==> config.mk <==
export PLATFORM = sky130hd
export DESIGN_NAME = iob_uart16550_ctrl
export DESIGN_NICKNAME = d
export VERILOG_FILES = /design/src/rtl/iob_uart16550_ctrl.sv
export SDC_FILE = /design/constraint.sdc
export NUM_CORES = 1
export LEC_CHECK = 0
export CAP_MARGIN = 20
export CORE_MARGIN = 1.5
export CORE_UTILIZATION = 30
export DETAILED_ROUTE_END_ITERATION = 10
export DONT_BUFFER_PORTS = 1
export GPL_TIMING_DRIVEN = 0
export SLEW_MARGIN = 15
export SYNTH_ARGS = -nofsm -noshare
export SYNTH_HDL_FRONTEND = slang
export SYNTH_SLANG_ARGS = --single-unit
==> constraint.sdc <==
create_clock -name clk_i -period 2.7 [get_ports clk_i]
set_input_delay 0.405 -clock clk_i [delete_from_list [all_inputs] [get_ports clk_i]]
set_output_delay 0.405 -clock clk_i [all_outputs]
set_load 0.005 [all_outputs]
==> src/rtl/iob_uart16550_ctrl.sv <==
// iob_uart16550_ctrl
// Autonomous IOb-bus master for the iob_uart16550 core.
// After reset it programs the divisor latch, LCR and FCR. It then polls LSR
// and moves bytes between valid/ready byte streams and THR/RBR.
// Build option: define IOB_UART16550_CTRL_RX_EN to include the receive path.
// Without it, DR is ignored and the rx stream outputs are held at zero.
//
// state        | meaning
// S_RST        | idle after reset, issues the first init write next cycle
// S_W_LCR_DLAB | LCR write with DLAB set
// S_W_DLL      | divisor low byte write
// S_W_DLM      | divisor high byte write
// S_W_LCR      | LCR write with DLAB cleared
// S_W_FCR      | FIFO control write, last init step
// S_GAP        | idle countdown between LSR polls
// S_RD_LSR     | line status read
// S_RD_RBR     | receive buffer read (RX build only)
// S_WR_THR     | transmit holding register write
module iob_uart16550_ctrl #(
  parameter logic [15:0] DIV      = 16'd27,
  parameter logic [7:0]  LCR_VAL  = 8'h03,
  parameter logic [7:0]  FCR_VAL  = 8'h07,
  parameter int unsigned POLL_GAP = 8
) (
  input  logic        clk_i,
  input  logic        rst_i,
  output logic        iob_avalid_o,
  output logic [2:0]  iob_addr_o,
  output logic [31:0] iob_wdata_o,
  output logic [3:0]  iob_wstrb_o,
  input  logic        iob_ready_i,
  input  logic        iob_rvalid_i,
  input  logic [31:0] iob_rdata_i,
  input  logic [7:0]  tx_data_i,
  input  logic        tx_valid_i,
  output logic        tx_ready_o,
  output logic [7:0]  rx_data_o,
  output logic        rx_valid_o,
  input  logic        rx_ready_i,
  output logic        init_done_o,
  output logic [3:0]  lsr_err_o,
  input  logic        err_clr_i
);

  localparam logic [2:0] A_DAT = 3'd0;  // RBR/THR/DLL share address 0
  localparam logic [2:0] A_DLM = 3'd1;
  localparam logic [2:0] A_FCR = 3'd2;
  localparam logic [2:0] A_LCR = 3'd3;
  localparam logic [2:0] A_LSR = 3'd5;

  localparam logic [7:0] GAP_LOAD = 8'(POLL_GAP);

  typedef enum logic [3:0] {
    S_RST,
    S_W_LCR_DLAB,
    S_W_DLL,
    S_W_DLM,
    S_W_LCR,
    S_W_FCR,
    S_GAP,
    S_RD_LSR,
    S_WR_THR
`ifdef IOB_UART16550_CTRL_RX_EN
    , S_RD_RBR
`endif
  } state_t;

  // With no gap the next LSR read issues straight from the completion edge.
  localparam state_t S_GAP_TGT = (POLL_GAP == 0) ? S_RD_LSR : S_GAP;

  // Place a byte on the lane selected by the low address bits.
  function automatic logic [31:0] f_lane(input logic [2:0] a, input logic [7:0] b);
    logic [31:0] v;
    v = 32'(b) << {a[1:0], 3'b000};
    return v;
  endfunction

  function automatic logic [3:0] f_strb(input logic [2:0] a);
    logic [3:0] s;
    s = 4'b0001 << a[1:0];
    return s;
  endfunction

  state_t      r_state;
  logic        r_avalid;
  logic [2:0]  r_addr;
  logic [31:0] r_wdata;
  logic [3:0]  r_wstrb;
  logic        r_wait;
  logic [7:0]  r_gap;
  logic        r_tx_ready;
  logic        r_init_done;
  logic [3:0]  r_lsr_err;
  logic [7:0]  r_rx_data;
  logic        r_rx_valid;

  logic [7:0]  w_rbyte;
  logic        w_accept;
  logic        w_done;

  // Read data byte comes from the lane of the outstanding request's address.
  always_comb begin
    case (r_addr[1:0])
      2'd0:    w_rbyte = iob_rdata_i[7:0];
      2'd1:    w_rbyte = iob_rdata_i[15:8];
      2'd2:    w_rbyte = iob_rdata_i[23:16];
      default: w_rbyte = iob_rdata_i[31:24];
    endcase
  end

  // rvalid only counts once our own request was accepted (same cycle or later),
  // so stray completions after a reset are ignored.
  assign w_accept = r_avalid & iob_ready_i;
  assign w_done   = iob_rvalid_i & (w_accept | r_wait);

  // Controller FSM: init sequence, LSR polling, data moves and status flags.
  always_ff @(posedge clk_i) begin
    if (rst_i) begin
      r_state     <= S_RST;
      r_avalid    <= 1'b0;
      r_addr      <= 3'd0;
      r_wdata     <= 32'd0;
      r_wstrb     <= 4'd0;
      r_wait      <= 1'b0;
      r_gap       <= 8'd0;
      r_tx_ready  <= 1'b0;
      r_init_done <= 1'b0;
      r_lsr_err   <= 4'd0;
      r_rx_data   <= 8'd0;
      r_rx_valid  <= 1'b0;
    end else begin
      r_tx_ready <= 1'b0;

      // Bus handshake: drop avalid on accept, remember if rvalid is still due.
      if (w_accept) begin
        r_avalid <= 1'b0;
        r_wait   <= ~iob_rvalid_i;
      end else if (r_wait && iob_rvalid_i) begin
        r_wait <= 1'b0;
      end

      if (err_clr_i) begin
        r_lsr_err <= 4'd0;
      end else if (r_state == S_RD_LSR && w_done) begin
        r_lsr_err <= r_lsr_err | w_rbyte[4:1];
      end

`ifdef IOB_UART16550_CTRL_RX_EN
      if (r_rx_valid && rx_ready_i) begin
        r_rx_valid <= 1'b0;
      end
      if (r_state == S_RD_RBR && w_done) begin
        r_rx_data  <= w_rbyte;
        r_rx_valid <= 1'b1;
      end
`endif

      // A new request is only issued on a completion edge (or from RST/GAP),
      // so these assignments override the accept-clear above when both apply.
      case (r_state)
        S_RST: begin
          r_state  <= S_W_LCR_DLAB;
          r_avalid <= 1'b1;
          r_addr   <= A_LCR;
          r_wdata  <= f_lane(A_LCR, LCR_VAL | 8'h80);
          r_wstrb  <= f_strb(A_LCR);
        end
        S_W_LCR_DLAB: if (w_done) begin
          r_state  <= S_W_DLL;
          r_avalid <= 1'b1;
          r_addr   <= A_DAT;
          r_wdata  <= f_lane(A_DAT, DIV[7:0]);
          r_wstrb  <= f_strb(A_DAT);
        end
        S_W_DLL: if (w_done) begin
          r_state  <= S_W_DLM;
          r_avalid <= 1'b1;
          r_addr   <= A_DLM;
          r_wdata  <= f_lane(A_DLM, DIV[15:8]);
          r_wstrb  <= f_strb(A_DLM);
        end
        S_W_DLM: if (w_done) begin
          r_state  <= S_W_LCR;
          r_avalid <= 1'b1;
          r_addr   <= A_LCR;
          r_wdata  <= f_lane(A_LCR, LCR_VAL & 8'h7F);
          r_wstrb  <= f_strb(A_LCR);
        end
        S_W_LCR: if (w_done) begin
          r_state  <= S_W_FCR;
          r_avalid <= 1'b1;
          r_addr   <= A_FCR;
          r_wdata  <= f_lane(A_FCR, FCR_VAL);
          r_wstrb  <= f_strb(A_FCR);
        end
        S_GAP: begin
          if (r_gap == 8'd1) begin
            r_state  <= S_RD_LSR;
            r_avalid <= 1'b1;
            r_addr   <= A_LSR;
            r_wdata  <= 32'd0;
            r_wstrb  <= 4'd0;
          end
          r_gap <= r_gap - 8'd1;
        end
        S_RD_LSR: if (w_done) begin
`ifdef IOB_UART16550_CTRL_RX_EN
          // RX wins over TX; a held rx byte blocks further RBR reads.
          if (w_rbyte[0] && !r_rx_valid) begin
            r_state  <= S_RD_RBR;
            r_avalid <= 1'b1;
            r_addr   <= A_DAT;
            r_wdata  <= 32'd0;
            r_wstrb  <= 4'd0;
          end else
`endif
          if (w_rbyte[5] && tx_valid_i) begin
            r_state  <= S_WR_THR;
            r_avalid <= 1'b1;
            r_addr   <= A_DAT;
            r_wdata  <= f_lane(A_DAT, tx_data_i);
            r_wstrb  <= f_strb(A_DAT);
          end else begin
            r_state <= S_GAP_TGT;
            r_gap   <= GAP_LOAD;
            if (POLL_GAP == 0) begin
              r_avalid <= 1'b1;
              r_addr   <= A_LSR;
              r_wdata  <= 32'd0;
              r_wstrb  <= 4'd0;
            end
          end
        end
        default: if (w_done) begin
          // S_W_FCR, S_WR_THR and S_RD_RBR all fall back to polling.
          if (r_state == S_W_FCR) begin
            r_init_done <= 1'b1;
          end
          if (r_state == S_WR_THR) begin
            r_tx_ready <= 1'b1;
          end
          r_state <= S_GAP_TGT;
          r_gap   <= GAP_LOAD;
          if (POLL_GAP == 0) begin
            r_avalid <= 1'b1;
            r_addr   <= A_LSR;
            r_wdata  <= 32'd0;
            r_wstrb  <= 4'd0;
          end
        end
      endcase
    end
  end

  assign iob_avalid_o = r_avalid;
  assign iob_addr_o   = r_addr;
  assign iob_wdata_o  = r_wdata;
  assign iob_wstrb_o  = r_wstrb;
  assign tx_ready_o   = r_tx_ready;
  assign init_done_o  = r_init_done;
  assign lsr_err_o    = r_lsr_err;

`ifdef IOB_UART16550_CTRL_RX_EN
  assign rx_data_o  = r_rx_data;
  assign rx_valid_o = r_rx_valid;
`else
  assign rx_data_o  = 8'd0;
  assign rx_valid_o = 1'b0;

  // Receive-side inputs and status bits have no consumer in this build.
  logic w_unused_rx;
  assign w_unused_rx = ^{rx_ready_i, w_rbyte[0], w_rbyte[7:6], r_rx_data, r_rx_valid};
`endif

endmodule

======== Word level (Yosys, flattened, before mapping) ========
Index checks and enable logic that the tools add are counted.
storage, ports and cells
  latch bits .............................. 0
  bits in writable memories ............... 0
  bits of input ports ..................... 47
  logic and storage cells ................. 101
  bits in read-only memories .............. 0
  register bits after elaboration ......... 59
  memories ................................ 0
  output and inout port bits .............. 55
operators by class
  reduce and logical (&&, ||, !) cells .... 18
  divide/modulo/power cells ............... 0
  magnitude comparators ................... 0
  equality and inequality tests ........... 19
  $mul .................................... 0
  muxes and demuxes ....................... 45
  shifts and indexed selects .............. 0
  add/sub/neg operators ................... 1
  bitwise operators ....................... 8
operator list
  operator               number
  $mux W32               7
  $pmux W32 S7           1
  $pmux W4 S7            2
  $mux W4                13
  $mux W8                3
  $pmux W8 S3            1
  $mux W3                7
  $pmux W3 S7            1
  $pmux W6 S3            1
  $eq A4 B3 Y1 const B   4
  $ne A2 B2 Y1 const B   7
  $reduce_or A9 Y1       1
  $eq A4 B2 Y1 const B   2
  $eq A8 B1 Y1 const B   1
  $mux W1                8
  $reduce_and A8 Y1      1
  $sub A8 B1 Y8 const B  1
  $reduce_and A7 Y1      1
  $reduce_bool A7 Y1     1
  $reduce_or A7 Y1       1
  $reduce_or A5 Y1       1
  $eq A4 B1 Y1 const B   1
  $eq A4 B4 Y1 const B   1
  $logic_not A4 Y1       1
  other kinds (16)       23

======== Longest topological paths before layout ========
  word-level depth ........................ 6
  mapped depth ............................ 8
  mapped depth without buffers ............ 7

======== Worst setup path after synthesis ========
OpenSTA, ideal clock, no wires.
  path kind ............................... reg-to-reg
  start ................................... register r_addr[1], in the netlist iob_addr_o[1]
  end ..................................... register r_gap[2]
  clock period less this slack ............ 1,862 ps
  buffers on the path ..................... 1
  setup slack ............................. 838 ps
  library setup time ...................... 132 ps
  cell stages (with the launch flop) ...... 7
  required time ........................... 2,568 ps
  arrival ................................. 1,730 ps
  cell sequence ........................... dfxtp_1 -> buf_2 -> mux2i_1 -> o22ai_1 -> a222oi_1 -> o211a_1 -> nor3_1
between the ends
  longest elaborated chain between the ends .. 5
  elaborated cells between the ends (all ways) .. 7
  classes of those cells .................. eq/ne: 3; mux: 1; reduce/logical: 3
RTL lines
  item                                  RTL line  RTL
  start: declaration                    86        logic [2:0] r_addr;
  start signal: assignment              121       r_addr <= 3'd0;
  start signal: assignment              164       r_addr <= A_LCR;
  start signal: assignment              171       r_addr <= A_DAT;
  $eq A2 B2 Y1 (tied with other cells)  103       case (r_addr[1:0])
  $pmux W6 S3 (*)                       103
  $logic_and A1 B1 Y1 (*)               217       if (w_rbyte[5] && tx_valid_i) begin
  $ne A2 B2 Y1 (no line) (*)            --
  $reduce_and A4 Y1 (no line) (*)       --
  end signal: assignment                204       r_gap <= r_gap - 8'd1;
  end: declaration                      90        logic [7:0] r_gap;
Every way passes the cells marked *; elsewhere a longest branch is shown, timed or not.
A chain may end at the register's enable or synchronous reset.

======== Worst setup path in the final report ========
Ends and elaborated chain as after synthesis.

==> flow_metrics.tcl <==
set metrics [dict create \
    status "finished clean" \
    vdd_drop_max_mv 0.384 \
    setup_tns_ps 0 \
    design.portCount 102 \
    setup_viol 0 \
    cts_setup_buffers 0 \
    synth_area_um2 2200 \
    cts_hold_buf 0 \
    vias 1821 \
    switching_share_pct 38.4 \
    rsz0062_at_grt "false" \
    p_total_mw 2.26 \
    grt_use_total_pct 13.4 \
    synth_seq_cells 38 \
    syn_to_final_growth_pct 15.0 \
    die_area_um2 7850 \
    die_x_um 88.6 \
    viasPerCell 4.82 \
    antenna_found_initial 0 \
    worst_ep_required_time_ps 2870 \
    cts_made_buffers 5 \
    start_kind "register" \
    drive_gt1_share_pct 22.2 \
    power_frac_comb_pct 44.8 \
    dpl_cell_area_um2 2420 \
    power_density_nw_per_um2 894 \
    grt_use_met3_pct 3.73 \
    grt_util_met1_pct 17.0 \
    synth-edff-count 0 \
    drt_iter0_markers 81 \
    relSlewSlack_pct 26.7 \
    final_cell_area_um2 2530 \
    clkTransAtPathRegs_ps 80 \
    port_buffers 0 \
    route.detailed.drc 0 \
    critPathMaxFanout 8 \
    grt_pass1_vias 1632 \
    coreArea_um2 7180 \
    grt_busiest_layer "met2" \
    cts_root_buf "clkbuf_8" \
    avgSynthCellArea_um2 8.97 \
    worst_pin_slew_ps 1100 \
    clock_skew_ps 12.3 \
    layoutNonFillerInstCount 378 \
    clk_latency_ps 300 \
    leakage_nw 1.12 \
    cp_data_arrival_time_ps 2580 \
    power.internal_mw 1.39 \
    h-tree-depth 2 \
    async_flop_share_pct 0 \
    ys_types 52 \
    cts_resized 0 \
    die_h_um 88.6 \
    grt_overflow 0 \
    hold_violations 0 \
    drv_slew 0 \
    grt_max_degree 13 \
    holdCritPathClass "in -> reg" \
    num_rows 31 \
    ant_nets 0 \
    min_period_ps 2420 \
    cts_tree "built" \
    power_frac_clock_pct 21.6 \
    cts_sinks 38 \
    maxCapViolCount 0 \
    cts_buffer_depth 2 \
    diodes 0 \
    clock.fmax_mhz 414 \
    grt.met2_usage_pct 21.4 \
    synth_ff_type "dfxtp_1" \
    wirelength_um 5120 \
    hpwl_um 3790 \
    fin_crit_sh_pct 89.6 \
    place_congestion 0.818 \
    grt_pass1_wl_um 7950 \
    setup_ws_ps 282 \
    whs_ps 173 \
    dp_slack_ps 290 \
    routedWlPerCell_um 13.5 \
    first_pass_iters 4 \
    seqPwrFrac_pct 33.7 \
    utilization_pct 35.2 \
    crit_path_end_kind "register" \
    synth.yosys.seq_area_share_pct 34.6 \
    switchingPower_uw 869 \
    synthCells 245 \
    synth_warnings 0 \
    start_util_pct 30.6 \
    nNetsFinal 327 \
    critPathKind "reg -> reg" \
    placed_cells 370 \
]
## power groups by stage
stage	logic [mW]	clock network [mW]	registers, mW
2_1_floorplan	0.832	0	0.750
3_3_place_gp	0.996	0	0.774
3_5_place_dp	1.01	0	0.776
4_1_cts	1.01	0.495	0.764
5_1_grt	1.12	0.518	0.778
6_report	1.01	0.487	0.761
## placed cells by master (no fill, tap or decap), types with 2 or more instances in the layout
cell type / n
ha_1: 2
clkinv_2: 2
nor2_1: 15
clkbuf_1: 7
conb_1: 27
a31oi_1: 2
a21oi_1: 21
o211a_1: 5
mux2i_1: 7
or3_1: 4
buf_4: 30
buf_6: 5
nor4_1: 2
inv_1: 7
mux4_2: 4
clkbuf_8: 5
nor3_1: 9
a41o_1: 4
and3_1: 5
nand2_1: 19
a211oi_1: 4
buf_2: 2
nand2b_1: 3
dfxtp_1: 38
a311oi_1: 4
o21a_1: 3
o21ai_0: 15
## metal layers
| layer | up-vias | part of all wire (%) |
|---|---|---|
| met3 | 7 | 8.1 |
| li1 | 899 | - |
| met4 | 0 | 1.6 |
| met1 | 832 | 46 |
| met5 | - | 0 |
| met2 | 83 | 44 |
## synthesized netlist by cell type (5+ instances only)
cell type	n	area share, %
o211a_1	5	2.3
o21ai_0	15	3.4
buf_4	30	10
nor3_1	9	2.0
a21oi_1	21	4.8
and3_1	5	1.4
nor2_1	15	2.6
dfxtp_1	38	35
inv_1	7	1.2
clkbuf_1	7	1.2
nand2_1	19	3.2
mux2i_1	7	3.2
buf_6	5	2.6
## worst max-delay path: stages, from the launching register on
cell and delay, ps:
dfxtp_1 360, buf_2 230, mux2i_1 230, o22ai_1 200, a222oi_1 950, o211a_1 270, nor3_1 50
## cell families (layout without fill, tap and decap cells)
family	Yosys count	count (layout)	synth area share (%)
other	1	27	0.171
buffers and inverters	53	61	16.2
DFF	38	38	34.6
xor gates and xnor gates	1	1	0.398
adders and majority gates	2	2	1.14
AOI/OAI and AO/OA	70	70	23.6
and+or+nand+nor	69	69	16.7
muxes	11	11	7.29
## worst paths after layout
check | start | end | slack [ps] | depth (start not counted)
max reg2reg | iob_addr_o[1] | r_gap[2] | 280 | 6
max | iob_addr_o[1] | r_gap[2] | 280 | 6
min reg2reg | iob_wdata_o[1] | iob_wdata_o[1] | 480 | 2
min | iob_rvalid_i | r_wait | 170 | 1
## cell type report
class,count,area [µm²]
Buffer,45,325
Inverter,8,30.0
Clock buffer,5,68.8
Multi-Input combinational cell,180,1180
Clock inverter,3,40.0
Sequential cell,38,761
Fill cell,733,4650
Tap cell,99,124
## registers in the layout, summed over array words and instances, names as in the netlist
| signal | count |
|---|---|
| lsr_err_o | 4 |
| r_gap | 8 |
| iob_wstrb_o | 4 |
| r_wait | 1 |
| tx_ready_o | 1 |
| init_done_o | 1 |
| iob_avalid_o | 1 |
| iob_wdata_o | 11 |
| iob_addr_o | 3 |
| r_state | 4 |
Note: power is estimated with default switching activity, not from simulation.
